`src/rtl/coin_refund.sv`:
```
// Coin refund sequencer: pays out a latched credit with a greedy coin choice,
// one coin per eject/ack handshake, with an ack timeout that parks in ERROR.
module coin_refund #(
  parameter int VAL_A       = 5,
  parameter int VAL_B       = 15,
  parameter int VAL_C       = 25,
  parameter int ACK_TIMEOUT = 255
) (
  input  logic       clk,
  input  logic       rst_n,
  input  logic       req,
  input  logic [6:0] balance,
  input  logic       ack,
  output logic       eject_a,
  output logic       eject_b,
  output logic       eject_c,
  output logic       busy,
  output logic       done,
  output logic       err,
  output logic [6:0] remaining,
  output logic [3:0] coin_cnt
);

  localparam logic [2:0] S_IDLE    = 3'd0;
  localparam logic [2:0] S_CHECK   = 3'd1;
  localparam logic [2:0] S_SELECT  = 3'd2;
  localparam logic [2:0] S_EJECT   = 3'd3;
  localparam logic [2:0] S_RELEASE = 3'd4;
  localparam logic [2:0] S_DONE    = 3'd5;
  localparam logic [2:0] S_ERROR   = 3'd6;

  localparam int CW = (ACK_TIMEOUT < 2) ? 1 : $clog2(ACK_TIMEOUT + 1);
  localparam logic [CW-1:0] TMO_LAST = CW'(ACK_TIMEOUT - 1);
  localparam logic [6:0] LV_A = 7'(VAL_A);
  localparam logic [6:0] LV_B = 7'(VAL_B);
  localparam logic [6:0] LV_C = 7'(VAL_C);

  logic [2:0]    r_state;
  logic [6:0]    r_rem;
  logic [3:0]    r_cnt;
  logic [2:0]    r_ej;     // {c, b, a}
  logic [6:0]    r_val;
  logic [CW-1:0] r_tmo;

  logic w_tmo_hit;
  logic w_bad_bal;

  assign w_tmo_hit = (r_tmo == TMO_LAST);
  assign w_bad_bal = (r_rem > 7'd70) || ((r_rem % 7'd5) != 7'd0);

  always_ff @(posedge clk or negedge rst_n) begin
    if (!rst_n) begin
      r_state <= S_IDLE;
      r_rem   <= '0;
      r_cnt   <= '0;
      r_ej    <= '0;
      r_val   <= '0;
      r_tmo   <= '0;
    end else begin
      case (r_state)
        S_IDLE: begin
          if (req) begin
            r_rem   <= balance;
            r_cnt   <= '0;
            r_state <= S_CHECK;
          end
        end
        S_CHECK: begin
          if (w_bad_bal)          r_state <= S_ERROR;
          else if (r_rem == 7'd0) r_state <= S_DONE;
          else                    r_state <= S_SELECT;
        end
        S_SELECT: begin
          r_tmo <= '0;
          if (r_rem >= LV_C) begin
            r_ej <= 3'b100; r_val <= LV_C; r_state <= S_EJECT;
          end else if (r_rem >= LV_B) begin
            r_ej <= 3'b010; r_val <= LV_B; r_state <= S_EJECT;
          end else if (r_rem >= LV_A) begin
            r_ej <= 3'b001; r_val <= LV_A; r_state <= S_EJECT;
          end else begin
            // no coin fits: only reachable with non-multiple coin parameters
            r_ej <= 3'b000; r_state <= S_ERROR;
          end
        end
        S_EJECT: begin
          if (ack) begin
            r_rem   <= r_rem - r_val;
            r_cnt   <= (r_cnt == 4'd15) ? r_cnt : r_cnt + 4'd1;
            r_ej    <= '0;
            r_tmo   <= '0;
            r_state <= S_RELEASE;
          end else if (w_tmo_hit) begin
            r_ej    <= '0;
            r_state <= S_ERROR;
          end else begin
            r_tmo <= r_tmo + 1'b1;
          end
        end
        S_RELEASE: begin
          if (!ack)           r_state <= (r_rem == 7'd0) ? S_DONE : S_SELECT;
          else if (w_tmo_hit) r_state <= S_ERROR;
          else                r_tmo   <= r_tmo + 1'b1;
        end
        S_DONE:  r_state <= S_IDLE;
        S_ERROR: if (!req) r_state <= S_IDLE;
        default: begin
          r_ej    <= '0;
          r_state <= S_IDLE;
        end
      endcase
    end
  end

  assign eject_a   = r_ej[0];
  assign eject_b   = r_ej[1];
  assign eject_c   = r_ej[2];
  assign busy      = (r_state != S_IDLE);
  assign done      = (r_state == S_DONE);
  assign err       = (r_state == S_ERROR);
  assign remaining = r_rem;
  assign coin_cnt  = r_cnt;

endmodule
```
`config.mk`:
```
export PLATFORM = sky130hd
export DESIGN_NAME = coin_refund
export DESIGN_NICKNAME = d
export VERILOG_FILES = /design/src/rtl/coin_refund.sv
export SDC_FILE = /design/constraint.sdc
export NUM_CORES = 1
export LEC_CHECK = 0
export BUFFER_PORTS_ARGS = -buffer_cell sky130_fd_sc_hd__clkbuf_2
export CORE_MARGIN = 1
export CORE_UTILIZATION = 45
export CTS_CLUSTER_DIAMETER = 40
export DETAILED_ROUTE_END_ITERATION = 8
export REMOVE_ABC_BUFFERS = 1
export SLEW_MARGIN = 40
export SYNTH_ARGS = -nofsm -noshare
export SYNTH_HDL_FRONTEND = slang
export SYNTH_SLANG_ARGS = --single-unit
```
`constraint.sdc`:
```
create_clock -name clk -period 5.8 [get_ports clk]
set_input_delay 0.58 -clock clk [delete_from_list [all_inputs] [get_ports clk]]
set_output_delay 0.58 -clock clk [all_outputs]
set_load 0.03 [all_outputs]
```
======== Word level (Yosys, flattened, before mapping) ========
Index checks and enable logic that the tools add are counted.
cells by class
  shifts and indexed selects .............. 0
  divide/modulo/power cells ............... 1
  order comparisons ....................... 4
  reduce and logical (&&, ||, !) cells .... 15
  mux-type cells .......................... 31
  eq/ne operators ......................... 14
  $add $sub $neg .......................... 3
  $mul .................................... 0
  bitwise operators ....................... 1
operators by type and width
  operator                                              count
  two-way mux 3 bit                                     13
  two-way mux 7 bit                                     5
  two-way mux 8 bit                                     3
  case mux 8 bit (3 select lines)                       1
  case mux 3 bit (6 select lines)                       1
  case mux 7 bit (2 select lines)                       1
  two-way mux 4 bit                                     3
  inequality test 2 bit, second input constant          5
  == test 3 bit, second input constant                  3
  case mux 3 bit (3 select lines)                       1
  nonzero test 3 bit                                    3
  adder 8 x 1 -> 8 bit, second input constant           1
  == test 8 bit, second input constant                  1
  case mux 4 bit (2 select lines)                       1
  AND reduction 2 bit                                   4
  >= comparator 7 x 3 -> 1 bit, second input constant   1
  >= comparator 7 x 4 -> 1 bit, second input constant   1
  >= comparator 7 x 5 -> 1 bit, second input constant   1
  greater-than comparator 7 bit, second input constant  1
  logical NOT 7 bit                                     1
  modulo 7 x 3 -> 7 bit, second input constant          1
  nonzero test 7 bit                                    1
  subtractor 7 bit                                      1
  == test 3 x 2 -> 1 bit, second input constant         2
  13 further kinds                                      13
word-level totals
  bits in read-only memories .............. 0
  RAM bits ................................ 0
  memories kept ........................... 0
  output and inout port bits .............. 17
  bits in latches ......................... 0
  bits in registers ....................... 32
  input bits .............................. 11

======== Longest topological paths before layout ========
  word-level depth ........................ 5
  gate-level depth with buffers ........... 10
  depth with buffers taken out ............ 9

======== Worst setup path before layout ========
No wires, ideal clock.
  path kind ............................... reg2reg
  start ................................... reg r_rem[0] (netlist: remaining[0])
  end ..................................... reg r_rem[4] (netlist: remaining[4])
  setup time .............................. 129 ps
  cell stages (with the launch flop) ...... 11
  arrival time ............................ 2120 ps
  data required time ...................... 5671 ps
  clock period less this slack ............ 2249 ps
  setup slack ............................. 3551 ps
  cell sequence ........................... dfrtp_1 > buf_2 > inv_1 > ha_1 > fa_1 > nor2b_1 > o21ai_0 > a21boi_1 > nor3_1 > o21ai_0 > o21ai_0
on the way
  longest elaborated chain between the ends .. 3
ends and longest elaborated chain
  what                             RTL line  RTL
  start, declared                  39        logic [6:0] r_rem;
  start signal, assigned           63        r_rem <= balance;
  start signal, assigned           88        r_rem <= r_rem - r_val;
  subtractor 7 bit                 88
  two-way mux 7 bit                87        if (ack) begin
  case mux 7 bit (2 select lines)  60        case (r_state)
No other way between the ends. The select of a mux whose other input is x is not followed.
A chain may end at the register's enable or synchronous reset.

======== Final worst setup path ========
  start ................................... reg r_rem[0] (netlist: remaining[0])
  end ..................................... reg r_rem[6] (netlist: remaining[6])
The elaborated chain is that of the path after synthesis.

==> impl_metrics.ini <==
[run_status]
outcome = completed

[critical_path]
cp-end-kind = flop
worstSetupPathType = reg -> reg
worst-path-max-fanout = 17
crit_buf_inv = 1
path_depth = 9
max_stage_delay_ps = 660
crit_chain = inv_1, ha_1, fa_1, nor2b_1, o21ai_0, a21boi_1, o31ai_1, a21oi_1, a21oi_1
required_ps = 5950
cp_common_cell = a21oi_1
crit_arrival_ps = 2560
r2r_cells = 9
cp_top_family = compound AO/OA/AOI/OAI gates
cp_slowest_cell = dfrtp_1
start_kind = flop

[clock_tree]
cts_root_buffer = clkbuf_8
cts.sinks = 30
postCtsHoldBufs = 0
htreeDepth = 2
cts_tree = built
post_cts_buffers = 0
clk_pin_slew_ps = 70
clockBufferDepth = 2
cts-buffers-inserted = 5
cts_resized = 0
clock_latency_ps = 290

[sta]
tightest_slew_ps = 524
hold_violations = 0
rsz0062_at_grt = false
max_freq_ghz = 0.416
timing.setup.tns_ps = 0
period_share = 0.414
skew_ps = 6.64
relSlewSlack = 0.651
maxSlewViolCount = 0
fin_crit_ps = 2400
setup_viol = 0

[die]
dieWidth_um = 72.6
core_um2 = 4750
num_rows = 25
io_pins = 28
die_area_um2 = 5270
die_h_um = 72.6
start_util = 0.472

[drt]
drc = 0
drt-total-wl_um = 5410
via_count = 2094
viasPerCell = 5.69
wire_per_inst_um = 14.7
dr.pass1.iters = 4
drtAntennaViolNets = 0
first_iter_violations = 147

[placement]
io_buffer_count = 27
postPlaceCellArea_um2 = 2370
gp_congestion = 0.802
hpwl_um = 3770

[layout]
syn_to_final_growth_pct = 10.0
final_area_um2 = 2470
nNetsFinal = 320
layout-drive-gt1-share = 0.150
n_antenna_cell = 0

[logic_synthesis]
ys_seq_area_frac = 0.335
yosys_warnings = 0
synthDistinctLibCells = 59
synth-edff-count = 0
async_flop_share = 1.00
synth.cell_area_um2 = 2240
syn_inst = 282
syn_area_per_cell_um2 = 7.95
synthFlopType = dfrtp_1
synth_seq_cells = 30

[worst_hold_path]
hold_class = in -> async

[run]
cap_violations = 0

[power_and_ir_drop]
powerDensity_nw_per_um2 = 554
ir_drop_mv = 0.275
leakage_nw = 1.11
p_total_mw = 1.37

[grt]
grt_pass1_vias = 1965
antenna_found_initial = 0
grt_first_pass_wirelength_um = 9560
grt_overflow = 0
track_usage = 0.235
grt_max_degree = 31
[logic make-up after synthesis]
group,count (synthesis),share of synthesized area
buffers and inverters,31,0.0658
AOI/OAI and AO/OA,93,0.258
and+or+nand+nor,114,0.266
muxes,3,0.0134
adders and majority gates,9,0.0536
xor gates and xnor gates,2,0.00781
DFF,30,0.335
[cell usage after synthesis, drive strengths merged, types with 2 or more instances]
cell type	number	area, µm²
nand2	33	129
o21ai	32	164
dfrtp	30	751
a21oi	24	120
nor2	22	82.6
inv	15	56.3
buf	13	80.1
nand3	13	65.1
ha	8	100
nand2b	8	57.6
nor2b	8	50.1
nor3	7	45.0
a31oi	6	37.5
and3	6	37.5
or3	5	31.3
a21o	4	30.0
clkbuf	3	11.3
mux2i	3	30.0
nor3b	3	22.5
o21a	3	22.5
a211oi	2	15.0
a21boi	2	15.0
a31o	2	17.5
nor4	2	18.8
o211ai	2	15.0
o22ai	2	12.5
o311ai	2	17.5
o31ai	2	15.0
o41ai	2	25.0
[sequential cells by signal, indices dropped and copies added, names as in the netlist]
signal     cells
r_state        3
r_ej           3
remaining      7
r_val          5
coin_cnt       4
r_tmo          8
[worst paths after layout]
check / startpoint / to / slack, ps
setup / recovery: remaining[0]$_DFFE_PN0P_ / remaining[6]$_DFFE_PN0P_ / 3400
hold / removal: rst_n / remaining[1]$_DFFE_PN0P_ / 250
setup reg to reg: remaining[0]$_DFFE_PN0P_ / remaining[6]$_DFFE_PN0P_ / 3400
hold reg to reg: r_ej[2]$_DFFE_PN0P_ / r_ej[2]$_DFFE_PN0P_ / 480
max in group asynchronous: rst_n / coin_cnt[3]$_DFFE_PN0P_ / 5230
min in group clk: r_ej[2]$_DFFE_PN0P_ / r_ej[2]$_DFFE_PN0P_ / 480
[area by class of cell]
| type | instances | area, µm² |
|---|---|---|
| Multi-Input combinational cell | 221 | 1340 |
| Inverter | 15 | 56.3 |
| Clock buffer | 6 | 82.6 |
| Clock inverter | 2 | 12.5 |
| Timing Repair Buffer | 27 | 138 |
| Tap cell | 67 | 83.8 |
| Fill cell | 507 | 2290 |
| Sequential cell | 30 | 751 |
[per-stage QoR]
stage	cells	util	setup WS, ps	hold WS (ps)
floorplan	266	-	3570	284
global placement	360	0.498	3550	461
detailed placement	360	0.499	3440	471
CTS	368	0.519	3430	275
global route	368	0.519	3200	289
finish	368	0.519	3400	254
[cell usage in the layout (no fill, tap or decap), types with 2 or more instances in the layout]
| master | synthesis | routed |
|---|---|---|
| a211oi_1 | 2 | 2 |
| a21o_1 | 4 | 4 |
| a21oi_1 | 24 | 24 |
| a31oi_1 | 6 | 6 |
| and3_1 | 6 | 6 |
| clkbuf_2 | 0 | 26 |
| clkbuf_8 | 0 | 6 |
| dfrtp_1 | 30 | 30 |
| ha_1 | 8 | 8 |
| inv_1 | 15 | 15 |
| mux2i_1 | 3 | 3 |
| nand2_1 | 31 | 31 |
| nand2_2 | 2 | 2 |
| nand2b_1 | 7 | 7 |
| nand3_1 | 13 | 13 |
| nor2_1 | 22 | 22 |
| nor2b_1 | 8 | 8 |
| nor3_1 | 5 | 5 |
| nor3_2 | 2 | 2 |
| nor3b_1 | 3 | 3 |
| o211ai_1 | 2 | 2 |
| o21a_1 | 3 | 3 |
| o21ai_0 | 27 | 27 |
| o21ai_1 | 4 | 4 |
| o22ai_1 | 2 | 2 |
| o31ai_1 | 2 | 2 |
| or3_1 | 5 | 5 |
[report_power, final]
group          total, mW  internal (mW)  switching (mW)
Combinational      0.737          0.295           0.442
Clock              0.182         0.0953          0.0862
Sequential         0.448          0.277           0.171
Total               1.37          0.667           0.699
[metal layers]
layer  global-route usage  part of all wire
met5                    0                 0
met4               0.0675             0.013
met3               0.0428             0.042
met2                0.356              0.44
met1                0.344              0.51
No activity file was read; power rests on OpenSTA's default activity.
